[config.mk]
export PLATFORM = sky130hd
export DESIGN_NAME = bs_host_if_flat
export DESIGN_NICKNAME = d
export VERILOG_FILES = /design/src/rtl/bs_host_if_pkg.sv /design/src/rtl/bs_host_if_if.sv /design/src/rtl/bs_host_if.sv /design/src/flat_wrapper.sv
export SDC_FILE = /design/constraint.sdc
export NUM_CORES = 1
export LEC_CHECK = 0
export BUFFER_PORTS_ARGS = -buffer_cell sky130_fd_sc_hd__buf_2
export CAP_MARGIN = 20
export CELL_PAD_IN_SITES_DETAIL_PLACEMENT = 2
export CELL_PAD_IN_SITES_GLOBAL_PLACEMENT = 2
export CORE_UTILIZATION = 36
export CTS_BUF_LIST = sky130_fd_sc_hd__clkbuf_8 sky130_fd_sc_hd__clkbuf_16
export DETAILED_ROUTE_END_ITERATION = 10
export PLACE_DENSITY_LB_ADDON = 0.1
export SETUP_SLACK_MARGIN = 0.05
export SLEW_MARGIN = 40
export SYNTH_ARGS = -nofsm -noshare
export SYNTH_HDL_FRONTEND = slang
export SYNTH_SLANG_ARGS = --single-unit
[constraint.sdc]
create_clock -name clk -period 2.83 [get_ports clk]
set_input_delay 0.283 -clock clk [delete_from_list [all_inputs] [get_ports clk]]
set_output_delay 0.283 -clock clk [all_outputs]
set_load 0.005 [all_outputs]
[src/rtl/bs_host_if_pkg.sv]
// bs_pkg: shared definitions for the Black-Scholes host interface.
//   - word addresses of the register map
//   - CTRL / STATUS bit positions
//   - FSM state encoding
//   - default position of the done flag inside proc_status
//   - sat16(): clamps a wide count to 16 bits for the CYCLES register
package bs_pkg;

    localparam logic [2:0] ADDR_CTRL   = 3'd0;
    localparam logic [2:0] ADDR_STATUS = 3'd1;
    localparam logic [2:0] ADDR_CONSTK = 3'd2;
    localparam logic [2:0] ADDR_CONST1 = 3'd3;
    localparam logic [2:0] ADDR_CONST2 = 3'd4;
    localparam logic [2:0] ADDR_CONST3 = 3'd5;
    localparam logic [2:0] ADDR_RESULT = 3'd6;
    localparam logic [2:0] ADDR_CYCLES = 3'd7;

    localparam int CTRL_START   = 0;
    localparam int CTRL_IRQ_CLR = 1;
    localparam int CTRL_IRQ_EN  = 2;

    localparam int STAT_BUSY     = 0;
    localparam int STAT_DONE     = 1;
    localparam int STAT_TIMEOUT  = 2;
    localparam int STAT_PROC_LSB = 4;

    localparam int DONE_BIT_DEFAULT = 4;

    typedef enum logic [1:0] {
        ST_IDLE    = 2'd0,
        ST_LAUNCH  = 2'd1,
        ST_WAIT    = 2'd2,
        ST_CAPTURE = 2'd3
    } state_t;

    function automatic logic [15:0] sat16(input logic [31:0] v);
        return (v > 32'h0000_FFFF) ? 16'hFFFF : v[15:0];
    endfunction

endpackage

[src/rtl/bs_host_if_if.sv]
// bs_bus_if: word-addressed register bus between the system fabric and
// bs_host_if.
//   address[2:0]    word address
//   write/writedata write strobe and data
//   read/readdata   read strobe and registered read data
//   irq             level interrupt back to the host
// master modport: bus initiator; slave modport: bs_host_if.
interface bs_bus_if;
    logic [2:0]  address;
    logic        write;
    logic [31:0] writedata;
    logic        read;
    logic [31:0] readdata;
    logic        irq;

    modport master (output address, write, writedata, read,
                    input  readdata, irq);
    modport slave  (input  address, write, writedata, read,
                    output readdata, irq);
endinterface

[src/rtl/bs_host_if.sv]
// bs_host_if: host-side initiator for the Black-Scholes processor.
// Software loads the constants, writes start; the block pulses req for one
// cycle, waits for a rising edge on the processor's done flag (or a timeout),
// captures the result and optionally raises a level interrupt.
// Ports:
//   clk, nreset          clock, asynchronous active-low reset
//   bus (slave)          register bus: address/write/writedata/read/readdata/irq
//   constK, const1..3    operands to the processor, frozen while busy
//   req                  one-cycle start pulse to the processor
//   proc_status[4:0]     processor status, bit DONE_BIT = done flag
//   proc_dout[31:0]      processor result
module bs_host_if
    import bs_pkg::*;
#(
    parameter int TIMEOUT_CYCLES = 1024,
    parameter int DONE_BIT       = DONE_BIT_DEFAULT
) (
    input  logic        clk,
    input  logic        nreset,
    bs_bus_if.slave     bus,
    output logic [31:0] constK,
    output logic [31:0] const1,
    output logic [31:0] const2,
    output logic [31:0] const3,
    output logic        req,
    input  logic [4:0]  proc_status,
    input  logic [31:0] proc_dout
);

    localparam logic [31:0] TO_LIMIT = 32'(TIMEOUT_CYCLES);

    state_t      r_state, w_next;
    logic        r_done_prev, r_done, r_timeout, r_irq, r_irq_en;
    logic [31:0] r_constk, r_const1, r_const2, r_const3;
    logic [31:0] r_result, r_dout_cap, r_cnt, r_readdata;

    logic        w_busy, w_wr_ctrl, w_start, w_irq_clr, w_done_edge;
    logic        w_launch, w_edge_seen, w_capture, w_to;
    logic [31:0] w_cnt_inc, w_rdata;

    assign w_busy      = (r_state != ST_IDLE);
    assign w_wr_ctrl   = bus.write && (bus.address == ADDR_CTRL);
    assign w_start     = w_wr_ctrl && bus.writedata[CTRL_START];
    assign w_irq_clr   = w_wr_ctrl && bus.writedata[CTRL_IRQ_CLR];
    // Only a low-to-high transition counts; a done level already high when
    // WAIT is entered was seen by r_done_prev during LAUNCH and is ignored.
    assign w_done_edge = proc_status[DONE_BIT] && !r_done_prev;
    assign w_cnt_inc   = (r_cnt == 32'hFFFF_FFFF) ? r_cnt : r_cnt + 32'd1;

    // FSM state register
    always_ff @(posedge clk or negedge nreset) begin
        if (!nreset) r_state <= ST_IDLE;
        else         r_state <= w_next;
    end

    // FSM next state and one-cycle event strobes
    always_comb begin
        w_next      = r_state;
        w_launch    = 1'b0;
        w_edge_seen = 1'b0;
        w_capture   = 1'b0;
        w_to        = 1'b0;
        case (r_state)
            ST_IDLE: begin
                if (w_start) begin
                    w_next   = ST_LAUNCH;
                    w_launch = 1'b1;
                end
            end
            ST_LAUNCH: w_next = ST_WAIT;
            ST_WAIT: begin
                // An edge in the same cycle the limit is reached still wins.
                if (w_done_edge) begin
                    w_next      = ST_CAPTURE;
                    w_edge_seen = 1'b1;
                end else if (w_cnt_inc >= TO_LIMIT) begin
                    w_next = ST_IDLE;
                    w_to   = 1'b1;
                end
            end
            ST_CAPTURE: begin
                w_next    = ST_IDLE;
                w_capture = 1'b1;
            end
            default: w_next = ST_IDLE;
        endcase
    end

    always_comb begin
        w_rdata = 32'h0;
        case (bus.address)
            ADDR_CTRL:   w_rdata[CTRL_IRQ_EN] = r_irq_en;
            ADDR_STATUS: begin
                w_rdata[STAT_BUSY]                    = w_busy;
                w_rdata[STAT_DONE]                    = r_done;
                w_rdata[STAT_TIMEOUT]                 = r_timeout;
                w_rdata[STAT_PROC_LSB +: 5]           = proc_status;
            end
            ADDR_CONSTK: w_rdata = r_constk;
            ADDR_CONST1: w_rdata = r_const1;
            ADDR_CONST2: w_rdata = r_const2;
            ADDR_CONST3: w_rdata = r_const3;
            ADDR_RESULT: w_rdata = r_result;
            ADDR_CYCLES: w_rdata = {16'h0, sat16(r_cnt)};
            default:     w_rdata = 32'h0;
        endcase
    end

    always_ff @(posedge clk or negedge nreset) begin
        if (!nreset) begin
            r_done_prev <= 1'b0;
            r_done      <= 1'b0;
            r_timeout   <= 1'b0;
            r_irq       <= 1'b0;
            r_irq_en    <= 1'b0;
            r_constk    <= 32'h0;
            r_const1    <= 32'h0;
            r_const2    <= 32'h0;
            r_const3    <= 32'h0;
            r_result    <= 32'h0;
            r_dout_cap  <= 32'h0;
            r_cnt       <= 32'h0;
            r_readdata  <= 32'h0;
        end else begin
            r_done_prev <= proc_status[DONE_BIT];

            if (w_launch) begin
                r_done    <= 1'b0;
                r_timeout <= 1'b0;
                r_cnt     <= 32'h0;
            end else if (r_state == ST_WAIT) begin
                r_cnt <= w_cnt_inc;
            end

            // proc_dout is taken in the edge cycle, published one cycle later.
            if (w_edge_seen) r_dout_cap <= proc_dout;
            if (w_capture) begin
                r_result <= r_dout_cap;
                r_done   <= 1'b1;
            end
            if (w_to) r_timeout <= 1'b1;

            if (w_wr_ctrl) r_irq_en <= bus.writedata[CTRL_IRQ_EN];

            if ((w_capture || w_to) && r_irq_en) r_irq <= 1'b1;
            else if (w_irq_clr || w_launch)      r_irq <= 1'b0;

            if (bus.write && !w_busy) begin
                case (bus.address)
                    ADDR_CONSTK: r_constk <= bus.writedata;
                    ADDR_CONST1: r_const1 <= bus.writedata;
                    ADDR_CONST2: r_const2 <= bus.writedata;
                    ADDR_CONST3: r_const3 <= bus.writedata;
                    default: ;
                endcase
            end

            if (bus.read) r_readdata <= w_rdata;
        end
    end

    assign req          = (r_state == ST_LAUNCH);
    assign constK       = r_constk;
    assign const1       = r_const1;
    assign const2       = r_const2;
    assign const3       = r_const3;
    assign bus.readdata = r_readdata;
    assign bus.irq      = r_irq;

endmodule

[src/flat_wrapper.sv]
// flat-port wrapper written by rule: the top's interface ports become plain ports
module bs_host_if_flat import bs_pkg::*;
#(
    parameter int TIMEOUT_CYCLES = 1024,
    parameter int DONE_BIT       = DONE_BIT_DEFAULT
)
  (clk, nreset, constK, const1, const2, const3, req, proc_status, proc_dout, bus_address, bus_write, bus_writedata, bus_read, bus_readdata, bus_irq);
  bs_bus_if bus_i ();
  input  logic clk;
  input  logic nreset;
  output logic [31:0] constK;
  output logic [31:0] const1;
  output logic [31:0] const2;
  output logic [31:0] const3;
  output logic req;
  input  logic [4:0] proc_status;
  input  logic [31:0] proc_dout;
  input wire logic [$bits(bus_i.address)-1:0] bus_address;
  input wire logic [$bits(bus_i.write)-1:0] bus_write;
  input wire logic [$bits(bus_i.writedata)-1:0] bus_writedata;
  input wire logic [$bits(bus_i.read)-1:0] bus_read;
  output wire logic [$bits(bus_i.readdata)-1:0] bus_readdata;
  output wire logic [$bits(bus_i.irq)-1:0] bus_irq;
  assign bus_i.address = bus_address;
  assign bus_i.write = bus_write;
  assign bus_i.writedata = bus_writedata;
  assign bus_i.read = bus_read;
  assign bus_readdata = bus_i.readdata;
  assign bus_irq = bus_i.irq;
  bs_host_if #(.TIMEOUT_CYCLES(TIMEOUT_CYCLES), .DONE_BIT(DONE_BIT)) u_core (.clk(clk), .nreset(nreset), .bus(bus_i), .constK(constK), .const1(const1), .const2(const2), .const3(const3), .req(req), .proc_status(proc_status), .proc_dout(proc_dout));
endmodule
# Word-level counts from Yosys, hierarchy flattened
# Cells that the tools add are included.
[totals]
wordCells = 78
inputBits = 76
ff_bits = 263
[classes]
magnitude_cmp = 2
reduce_logical = 22
n_mux = 26
add_sub_neg = 1
eq_ne = 13
[ops]
columns = ["op", "count"]
rows = [
  ["23-bit case mux with 6 select lines", 1],
  ["32-bit two-way mux", 3],
  ["5-bit case mux with 7 select lines", 1],
  ["32-bit by 1-bit adder with 32-bit output (second input constant)", 1],
  ["32-bit == test (second input constant)", 1],
  ["32-bit by 11-bit greater-or-equal comparator with 1-bit output (second input constant)", 1],
  ["32-bit by 16-bit > comparator with 1-bit output (second input constant)", 1],
  ["16-bit two-way mux", 1],
  ["2-bit case mux with 7 select lines", 1],
  ["1-bit two-way mux", 13],
  ["3-bit == test (second input constant)", 4],
  ["2-bit AND reduction", 5],
  ["2-bit nonzero test", 5],
  ["1-bit case mux with 8 select lines", 1],
  ["2-bit case mux with 4 select lines", 1],
  ["3-bit by 2-bit == test with 1-bit output (second input constant)", 2],
  ["1-bit logical AND", 6],
  ["2-bit two-way mux", 3],
  ["1-bit case mux with 6 select lines", 1],
  ["2-bit == test (second input constant)", 2],
  ["3-bit by 1-bit == test with 1-bit output (second input constant)", 1],
  ["3-bit zero test", 1],
  ["3-bit by 1-bit inequality test with 1-bit output (second input constant)", 1],
  ["2-bit by 1-bit == test with 1-bit output (second input constant)", 1],
  ["other kinds (4)", 6],
]

# Depth between registers and ports, before layout
# Gate-level depths: netlist (run 1).
[logic_depth]
word_depth = 9
mapped_depth = 11

# Least setup slack after synthesis (run 1)
# Ideal clock, no wire load.
[synth_timing]
path_kind = "register to register"
from = "register u_core.r_cnt[9]"
to = "register u_core.r_state[1]"
path_buffers = 2
path_slack_ns = 0.448
path_stages_with_launch = 11
t_required_ns = 2.706
t_arrival_ns = 2.258
path_cell_list = "dfrtp_1 -> buf_2 -> nand4_2 -> or3_1 -> buf_6 -> o41ai_4 -> nor4_1 -> xor2_1 -> nor3_1 -> and3_2 -> a211o_1"
[synth_via]
elab_chain_cells = 5
elab_cells_between_ends = 6
cone_classes = "add/sub (1); order compare (1); eq/ne (2); mux (1); reduce/logical (1)"
[synth_rtl]
columns = ["element", "line_no", "source"]
rows = [
  ["start, declared", "bs_host_if.sv:35", "logic [31:0] r_result, r_dout_cap, r_cnt, r_readdata;"],
  ["start signal, assigned", "bs_host_if.sv:132", "r_cnt <= w_cnt_inc;"],
  ["32-bit by 1-bit adder with 32-bit output / 32-bit == test (equally long branches)", "bs_host_if.sv:48", "assign w_cnt_inc = (r_cnt == 32'hFFFF_FFFF) ? r_cnt : r_cnt + 32'd1;"],
  ["32-bit two-way mux (*)", "bs_host_if.sv:48", ""],
  ["32-bit by 11-bit greater-or-equal comparator with 1-bit output (*)", "bs_host_if.sv:76", "end else if (w_cnt_inc >= TO_LIMIT) begin"],
  ["3-bit by 1-bit inequality test with 1-bit output (no source line) (*)", "n/a", ""],
  ["2-bit AND reduction (no source line) (*)", "n/a", ""],
  ["end signal, assigned", "bs_host_if.sv:53", "else r_state <= w_next;"],
  ["end, declared", "bs_host_if.sv:32", "state_t r_state, w_next;"],
]
# Every way passes the cells marked *; elsewhere a longest branch is shown, timed or not.
# A chain may end at the register's enable or synchronous reset.

# Final worst setup path (run 1)
[layout_timing]
from = "register u_core.r_cnt[0]"
to = "register u_core.r_timeout"
[layout_via]
elab_chain_cells = 7
elab_cells_between_ends = 9
cone_classes = "add/sub (1); order compare (1); eq/ne (1); mux (5); reduce/logical (1)"
[layout_rtl]
columns = ["element", "line_no", "source"]
rows = [
  ["32-bit by 1-bit adder with 32-bit output / 32-bit == test (equally long branches)", "bs_host_if.sv:48", ""],
  ["32-bit two-way mux (*)", "bs_host_if.sv:48", ""],
  ["32-bit by 11-bit greater-or-equal comparator with 1-bit output (*)", "bs_host_if.sv:76", ""],
  ["1-bit two-way mux (*)", "bs_host_if.sv:76", ""],
  ["1-bit two-way mux (*)", "bs_host_if.sv:73", "if (w_done_edge) begin"],
  ["1-bit two-way mux (*)", "bs_host_if.sv:63", "case (r_state)"],
  ["1-bit two-way mux / 2-bit nonzero test (equally long branches)", "n/a", ""],
  ["end signal, assigned", "bs_host_if.sv:113", "r_timeout <= 1'b0;"],
  ["end signal, assigned", "bs_host_if.sv:129", "r_timeout <= 1'b0;"],
  ["end signal, assigned", "bs_host_if.sv:141", "if (w_to) r_timeout <= 1'b1;"],
  ["end, declared", "bs_host_if.sv:33", "logic r_done_prev, r_done, r_timeout, r_irq, r_irq_en;"],
]
# Marked as above.

==> flow_summary.ini, run 1 <==
[power_and_ir_drop]
power.density_mw_per_mm2 = 877
p_total_mw = 14.3
ir_drop_mv = 0.555
p_leak_nw = 7.43

[final_layout]
final_common_cell = dfrtp_1
syn2layout_area_growth_pct = 31.4
layout_common_cells = 258 x dfrtp_1, 236 x buf_2, 217 x mux2_2
nets = 1491
drive_gt1_share_pct = 43.5
fill_cells = 3461
fin_util_pct = 48.3
stdcell_area_mm2 = 0.0163

[yosys]
synth-compound-area-share_pct = 11.7
synth_edf_count = 0
synth_top_family_by_area = multiplexers
synthCells = 1068
synth_seq_cells = 263
muxShareOfSynthArea_pct = 21.7
async_reset_ff_share_pct = 100
synthSimpleGateAreaFrac_pct = 9.87
syn_area_mm2 = 0.0124
synthXorXnorAreaFrac_pct = 0.424
ys_types = 64
avgSynthCellArea_um2 = 11.6
ys.flop_type = dfrtp_1
synthAdderAreaFrac_pct = 0.101
synth_nets = 1145
synth_warnings = 0
ys_seq_area_share_pct = 53.1

[sta]
tightest_slew_ns = 0.823
max_slew_margin_pct = 44.7
maxSlewViolCount = 0
finalSetupViolations = 0
fin_worst_skew_ns = 0.0124
fin_ws_ns = 0.186
hold_viol = 0
rsz0062_at_grt = no
finalCriticalPeriod_ns = 2.64
tns_ns = 0
fmax_ghz = 0.378
fin_crit_sh_pct = 93.4

[cts]
cts_root_buffer = clkbuf_16
cts_tree = done
clk_pin_slew_ns = 0.06
cts_setup_buffers = 0
htreeDepth = 1
cts_buffers = 30
clock_tree.buffer_depth = 3
cts.sinks = 263
clock_latency_ns = 0.58

[route]
route.detailed.drc = 0
via_per_inst = 5.51
wl_per_cell_um = 25.6
ant_nets = 0
drt_iter0_markers = 475
wirelength_um = 48200
firstDrtPassIters = 5
vias = 10400

[floorplanning]
io_pins = 238
rows = 67
die_x_um = 187
die_area_mm2 = 0.0352
initial_utilization_pct = 36.8
die_h_um = 187
fp.coreArea_mm2 = 0.0337

[critical_path]
r2r_slack_ns = 0.19
cp.arrival_ns = 3.08
startpoint_type = flop
cp_data_required_time_ns = 3.27
critPathKind = reg -> reg
r2r-start = u_core.r_cnt[0]
worstSetupEndpointType = flop
reg2reg_depth = 9
path_max_fanout = 4
critPathLaunch = u_core.r_cnt[0]
r2r_end = u_core.r_timeout

[global_route]
overflow = 0
antenna_found_initial = 2
grt_pass1_wl_um = 74300
grt_max_degree = 78
grt_usage_pct = 27.7
first_global_vias = 11900

[hold_path]
hold_end = u_core.r_dout_cap[11]
hp-start = proc_dout[11]
hp-class = in -> reg
min_path_cells = 2

[placed_design]
gp_congestion = 0.879
placed_area_mm2 = 0.0146
dp_hpwl_um = 33300
port_buffers = 237
pre_cts_slack_ns = 0.146

[job]
max-cap-violations = 0

[status]
status = finished clean
## report_power, final
part / switching [mW] / internal (mW)
logic: 2.19 / 2.10
registers: 1.01 / 4.95
clock network: 1.70 / 2.31
## synthesized netlist by cell type (2+ instances only)
cell,number,area share (%)
a211oi_1,4,0.24
a21oi_1,38,1.5
a221o_1,2,0.16
a221oi_1,22,1.6
a22o_1,6,0.42
a22oi_1,18,1.1
a31oi_1,21,1.1
and2_1,4,0.20
and3_1,3,0.15
and4_1,4,0.28
buf_1,15,0.45
buf_2,12,0.48
buf_4,4,0.24
clkbuf_1,43,1.3
clkbuf_2,2,0.081
dfrtp_1,263,53
inv_1,14,0.42
mux2_2,217,20
mux2i_1,23,1.9
nand2_1,64,1.9
nand2b_1,6,0.30
nand3_1,26,1.1
nand4_1,14,0.71
nand4_2,3,0.30
nor2_1,69,2.1
nor2b_1,10,0.51
nor3_1,11,0.44
nor4_1,9,0.45
o211ai_1,3,0.18
o21ai_0,66,2.7
o21bai_1,6,0.36
o22ai_1,10,0.51
o311ai_0,2,0.14
o31ai_1,12,0.73
or2_2,2,0.10
or3_1,7,0.35
or4_1,2,0.12
xor2_1,5,0.35
## worst max path at each step
stage          cells past startpoint                 to  slack, ns
2_1_floorplan                     10  u_core.r_state[1]       0.45
3_3_place_gp                       9  u_core.r_state[1]       0.18
3_5_place_dp                       9  u_core.r_state[1]       0.15
4_1_cts                            9  u_core.r_state[1]       0.12
5_1_grt                            9  u_core.r_state[1]       0.06
6_report                           9   u_core.r_timeout       0.19
## sequential cells by signal (all words and copies together) (netlist names)
| register | cells |
|---|---|
| u_core.const2 | 32 |
| u_core.r_done | 1 |
| u_core.r_done_prev | 1 |
| u_core.r_cnt | 32 |
| u_core.r_dout_cap | 32 |
| u_core.r_state | 2 |
| u_core.r_timeout | 1 |
| u_core.r_irq_en | 1 |
| u_core.const3 | 32 |
| u_core.constK | 32 |
| u_core.bus.irq | 1 |
| u_core.bus.readdata | 32 |
| u_core.const1 | 32 |
| u_core.r_result | 32 |
## kinds of logic after synthesis
logic type	Yosys count
XOR/XNOR	6
multiplexers	241
flip-flops	263
AO/OA/AOI/OAI	222
adder cells (fa/ha/maj)	1
AND/OR/NAND/NOR	244
buffers and inverters	91
## per-layer routing
metal	track usage, %	share of wire (%)
met5	0	0.029
met4	9.10	3.2
met3	4.67	4.4
met2	46.5	48
met1	36.2	45
## timing repair
item	4_1_cts	5_1_grt
resized for setup	0	8
hold endpoints to repair	212	0
endpoints found under the setup margin	0	3
hold buffers	61	0
## metrics by stage
stage | instances | hold WS, ns
global route | 1886 | 0.00275
global placement | 1769 | 0.315
floorplan | 1068 | -0.0126
detailed placement | 1769 | 0.319
finish | 1887 | 0.0111
CTS | 1886 | 0.0105
## final cells by class
class / instances / area, um2 / area share, %
clock buffers: 37 / 847 / 5.20
inverters: 14 / 52.6 / 0.323
repair buffers: 391 / 2570 / 15.8
well taps: 448 / 561 / 3.44
flip-flops and latches: 263 / 6590 / 40.5
clock inverters: 19 / 179 / 1.10
multi-input cells: 714 / 5480 / 33.7
diodes: 1 / 2.50 / 0.0154
## critical path: stages, from the launching register on
cell       delay (ns)
dfrtp_1          0.42
ha_1             0.23
and3_1           0.25
and2_1           0.22
a311oi_1         0.30
a31oi_1          0.08
a2111o_1         0.41
a2111oi_2        0.22
and3_2           0.29
o31ai_1          0.09
Note: power is estimated with default switching activity, not from simulation.
==> inputs of run 2 (changes only) <==
==> constraint.sdc (replaced) <==
create_clock -name clk -period 2.83 [get_ports clk]
set_input_delay 0.566 -clock clk [delete_from_list [all_inputs] [get_ports clk]]
set_output_delay 0.566 -clock clk [all_outputs]
set_load 0.005 [all_outputs]
==> run 2 against run 1 <==
Effect of this change: utilization is 1.2 points lower; clock skew grew 0.023 ns; total power grew 2.5%; critical path type unchanged; largest cell class unchanged.
==> flow_summary.ini, run 2 (synthesis gave the netlist of run 1 again) <==
[critical_path]
cp.depth = 9
cp_top_family = simple AND/OR/NAND/NOR gates
critPathKind = reg -> reg
cp_data_required_time_ns = 3.29
crit_chain = buf_4 > nand2_1 > or4_4 > o21ai_0 > nand3_1 > a2111o_1 > a2111oi_2 > and3_4 > o31ai_1
reg2reg_depth = 9
startpoint_type = flop
slowest_delay_ns = 0.63
cp.buffers_inverters = 1
worstSetupEndpointType = flop
cp.arrival_ns = 3.07
slowest_stage = or4_4
path_max_fanout = 7

[floorplanning]
io_pins = 238
die_area_mm2 = 0.0352
initial_utilization_pct = 36.8
die_x_um = 187
rows = 67
fp.coreArea_mm2 = 0.0337
die_h_um = 187

[cts]
clk_pin_slew_ns = 0.06
clock_latency_ns = 0.59
cts_buffers = 30
clock_tree.buffer_depth = 3
htreeDepth = 1
cts.sinks = 263
cts_tree = done
cts_root_buffer = clkbuf_16

[placed_design]
gp_congestion = 0.873
port_buffers = 237
dp_hpwl_um = 33200
dp_cells = 1774

[power_and_ir_drop]
p_total_mw = 14.6
ir_drop_mv = 0.548
p_leak_nw = 7.27
power.density_mw_per_mm2 = 922

[sta]
fin_crit_sh_pct = 92.2
rsz0062_at_grt = no
tightest_slew_ns = 0.834
finalSetupViolations = 0
max_slew_margin_pct = 44.3
fin_worst_skew_ns = 0.0354
tns_ns = 0
hold_viol = 0
finalCriticalPeriod_ns = 2.61
fmax_ghz = 0.383
maxSlewViolCount = 0

[route]
ant_nets = 0
wirelength_um = 46600
wl_per_cell_um = 25.4
via_per_inst = 5.53
vias = 10100
route.detailed.drc = 0
drt_iter0_markers = 536
firstDrtPassIters = 5

[job]
max-cap-violations = 0

[final_layout]
fill_cells = 3500
antennaDiodeCount = 0
nets = 1436
syn2layout_area_growth_pct = 28.1
drive_gt1_share_pct = 45.5
final_cells = 1830
layout_common_cells = 263 x dfrtp_1, 236 x buf_2, 217 x mux2_2
final_common_cell = dfrtp_1

[hold_path]
hp-class = in -> async

[global_route]
grt_usage_pct = 26.6
first_global_vias = 11400
grt_pass1_wl_um = 71900
grt_max_degree = 84
antenna_found_initial = 1
overflow = 0

[status]
status = finished clean
## run 2: changes by cell type in the layout (fill, tap and decap cells not counted), sizes merged
cell	previous run	this run
buf	330	336
bufinv	2	7
clkinv	8	5
clkinvlp	2	1
diode	1	0
dlygate4sd3	61	0
inv	21	19
## run 2: worst register-to-register path, stage by stage (launching register included)
cell and delay (ns):
dfrtp_1 0.37, buf_4 0.16, nand2_1 0.18, or4_4 0.63, o21ai_0 0.18, nand3_1 0.10
a2111o_1 0.32, a2111oi_2 0.23, and3_4 0.26, o31ai_1 0.07
## run 2: worst paths after layout
path,start,endpoint,slack (ns)
worst max-delay path,u_core.r_cnt[15],u_core.r_timeout,0.22
worst min register to register,u_core.r_dout_cap[4],u_core.r_dout_cap[4],0.50
min in group clk,proc_status[4],u_core.r_done_prev,0.20
worst min-delay path,nreset,u_core.bus.readdata[5],0.02
worst max register to register,u_core.r_cnt[15],u_core.r_timeout,0.22
max in group asynchronous,nreset,u_core.r_dout_cap[21],2.06
## run 2: layout make-up
class	instances	area, um2	area share (%)
well taps	448	561	3.53
clock buffers	37	847	5.34
inverters	14	52.6	0.331
repair buffers	336	2050	12.9
flip-flops and latches	263	6580	41.5
multi-input cells	714	5500	34.7
clock inverters	18	273	1.72
## run 2: routing by layer
layer	wire length, um	global-route usage (%)	vias to the layer above
met2	22900	45.7	235
met3	2100	4.39	59
li1	-	-	4507
met1	20600	35.2	5311
met5	13	0	-
met4	904	5.72	2
## run 2: through the flow
stage	cell area (um2)	util, %	worst slack, ns	hold WS (ns)
global placement	14700	43.6	0.167	0.471
finish	15900	47.1	0.220	0.0181
detailed placement	14700	43.6	0.0611	0.489
floorplan	12400	-	0.309	0.270
CTS	15800	47.0	0.0626	0.0384
global route	15900	47.1	0.0624	0.0608
## run 2: timing repair
item / 4_1_cts / 5_1_grt
hold buffers: 0 / 0
setup endpoints to repair: 0 / 3
setup buffers: 0 / 1
resized for setup: 0 / 6
## run 2: where the power goes
group	internal [mW]	switching [mW]	leakage, nW
clock network	2.74	1.67	0.568
logic	2.12	2.16	3.44
registers	4.95	0.986	3.26
total	9.81	4.82	7.27
==> inputs of run 3 (changes only) <==
ABC_AREA = 1   (was default)
BUFFER_PORTS_ARGS = -buffer_cell sky130_fd_sc_hd__clkbuf_2   (was -buffer_cell sky130_fd_sc_hd__buf_2)
CORE_UTILIZATION = 32   (was 36)
==> run 3 against run 2 <==
Effect of this change: sequential share of layout area grew 3.0 points; clock skew is 0.016 ns lower; critical path depth increased by 7; hold slack improved by 0.13 ns; global-route usage fell by 1.6 points; critical path type unchanged.
==> flow_summary.ini, run 3 <==
[placed_design]
dp_hpwl_um = 34800
gp_congestion = 0.852
dp_cells = 2100
port_buffers = 237
pre_cts_slack_ns = 0.367

[yosys]
synth_edf_count = 0
synth_top_cell_by_area = dfrtp_1
muxShareOfSynthArea_pct = 0
synth_top_family_by_area = simple AND/OR/NAND/NOR gates
syn_area_mm2 = 0.0119
ys.flop_type = dfrtp_1
async_reset_ff_share_pct = 100
synth_top_cells_by_area = dfrtp_1 55%, nand2_1 15%, o21ai_0 11%
synth_seq_cells = 263
synth-compound-area-share_pct = 16.0
synth_warnings = 0
synthSimpleGateAreaFrac_pct = 21.6
synthAdderAreaFrac_pct = 0.105
avgSynthCellArea_um2 = 8.32
yosysMostFrequentCell = nand2_1
ys_seq_area_share_pct = 55.4
synthCells = 1427
netlist_top_cells_count = 470 x nand2_1, 268 x o21ai_0, 263 x dfrtp_1, 117 x inv_1, 73 x nor2_1
synth_top_area_share_pct = 55.4
synthXorXnorAreaFrac_pct = 0.590
synth_nets = 1504
ys_types = 38

[cts]
cts_buffers = 31
cts_setup_buffers = 0
cts_tree = done
clock_tree.buffer_depth = 3
clock_latency_ns = 0.58
cts_root_buffer = clkbuf_16
clk_pin_slew_ns = 0.07
cts-resized-gates = 0
cts.sinks = 263
htreeDepth = 1

[job]
max-cap-violations = 0

[critical_path]
cp_data_required_time_ns = 3.29
path_max_fanout = 13
critPathLaunch = u_core.r_cnt[0]
crit_chain = ha_1 > inv_2 > nor2_4 > nand2_4 > nor2_4 > nand2_2 > buf_4 > nand2_1 > nor2_1 > nand2_1 > nor2_2 > nand3_1 > nand2_1 > nand2_1 > nand2_1 > nand2_1
r2r_end = u_core.bus.irq
critPathKind = reg -> reg
r2r-start = u_core.r_cnt[0]
cp_top_family = simple AND/OR/NAND/NOR gates
endpoint = u_core.bus.irq
crit_top_cell = nand2_1
worstSetupEndpointType = flop
r2r_slack_ns = 0.34
cp.buffers_inverters = 2
slowest_delay_ns = 0.40
reg2reg_depth = 16
startpoint_type = flop
cp.depth = 16
cp.arrival_ns = 2.95
slowest_stage = dfrtp_1

[power_and_ir_drop]
ir_drop_mv = 0.545
p_leak_nw = 7.35
power.density_mw_per_mm2 = 1070

[final_layout]
syn2layout_area_growth_pct = 24.6
final_common_cell = nand2_1
antennaDiodeCount = 0
multiInputGateArea_mm2 = 0.00458
layout_common_cells = 465 x nand2_1, 268 x o21ai_0, 263 x dfrtp_1
drive_gt1_share_pct = 21.5
final_cells = 2159
fill_cells = 4242
nets = 1743
fin_util_pct = 40.5
regArea_mm2 = 0.00658

[hold_path]
hp-start = proc_status[4]
hp-class = in -> reg

[sta]
fin_crit_sh_pct = 87.8
hold_viol = 0
fmax_ghz = 0.402
tns_ns = 0
fin_ws_ns = 0.344
finalCriticalPeriod_ns = 2.49
finalSetupViolations = 0
maxSlewViolCount = 0
rsz0062_at_grt = no
max_slew_margin_pct = 49.4
fin_worst_skew_ns = 0.0194
tightest_slew_ns = 0.756

[floorplanning]
fp.coreArea_mm2 = 0.0365
initial_utilization_pct = 32.5
io_pins = 238
die_area_mm2 = 0.0379
rows = 70
die_x_um = 195
die_h_um = 195

[global_route]
grt_max_degree = 66
grt_pass1_wl_um = 73300
first_global_vias = 12400
overflow = 0
antenna_found_initial = 1
grt_usage_pct = 25.0

[route]
ant_nets = 0
drt_iter0_markers = 490
wl_per_cell_um = 21.8
wirelength_um = 47000
route.detailed.drc = 0
vias = 11100
via_per_inst = 5.14
firstDrtPassIters = 4

[status]
status = finished clean
==> run 3: cell count changes after synthesis, sizes merged, moves of 12 or more <==
cell	delta
nand2	+414
inv	+105
buf	-13
o31ai	-12
nor2	+15
a22oi	-12
a31oi	-20
o21ai	+202
a21oi	-31
mux2i	-23
mux2	-218
==> run 3: repair_timing <==
item,4_1_cts,5_1_grt
endpoints found under the setup margin,0,0
hold endpoints to repair,54,0
hold buffers,1,0
==> run 3: logic make-up (layout without fill, tap and decap cells) <==
| kind of cell | Yosys count | after routing |
|---|---|---|
| AO/OA/AOI/OAI | 340 | 340 |
| adder cells (fa/ha/maj) | 1 | 1 |
| XOR/XNOR | 8 | 8 |
| flip-flops | 263 | 263 |
| AND/OR/NAND/NOR | 625 | 625 |
| buffers and inverters | 190 | 454 |
==> run 3: final cells by class <==
cell class                 count  area share, %
sequential                   263           44.5
tap                          468           3.96
clock inverter                20           1.15
multi-input combinational    974           31.0
clock buffer                  38           5.90
timing repair buffer         275           10.5
inverter                     121           3.07
==> run 3: per-stage QoR <==
step,instance area (um2),hold slack (ns),power [mW]
2_1_floorplan,11900,0.270,8.90
3_3_place_gp,13700,0.464,11.6
3_5_place_dp,13700,0.477,11.9
4_1_cts,14800,0.133,16.1
5_1_grt,14800,0.136,16.9
6_report,14800,0.151,15.8
==> run 3: power breakdown <==
part | internal, mW | leakage (nW) | switching (mW) | total [mW]
Clock | 2.37 | 0.527 | 1.69 | 4.06
Combinational | 1.89 | 3.50 | 2.82 | 4.71
Sequential | 5.41 | 3.32 | 1.64 | 7.05
Total | 9.67 | 7.35 | 6.15 | 15.8
==> run 3: worst min path at each step <==
stage | to | cells after the start
floorplan | u_core.bus.irq | 0
global placement | u_core.bus.readdata[23] | 2
detailed placement | u_core.bus.readdata[12] | 2
CTS | u_core.r_done_prev | 1
global route | u_core.r_done_prev | 1
finish | u_core.r_done_prev | 1
==> run 3: metal layers <==
metal | global-route usage (%) | wire length [um] | vias to the layer above
li1 | - | - | 5135
met1 | 31.0 | 19700 | 5686
met2 | 43.8 | 23500 | 222
met3 | 5.12 | 2370 | 61
met4 | 7.32 | 1370 | 2
met5 | 0 | 13 | -
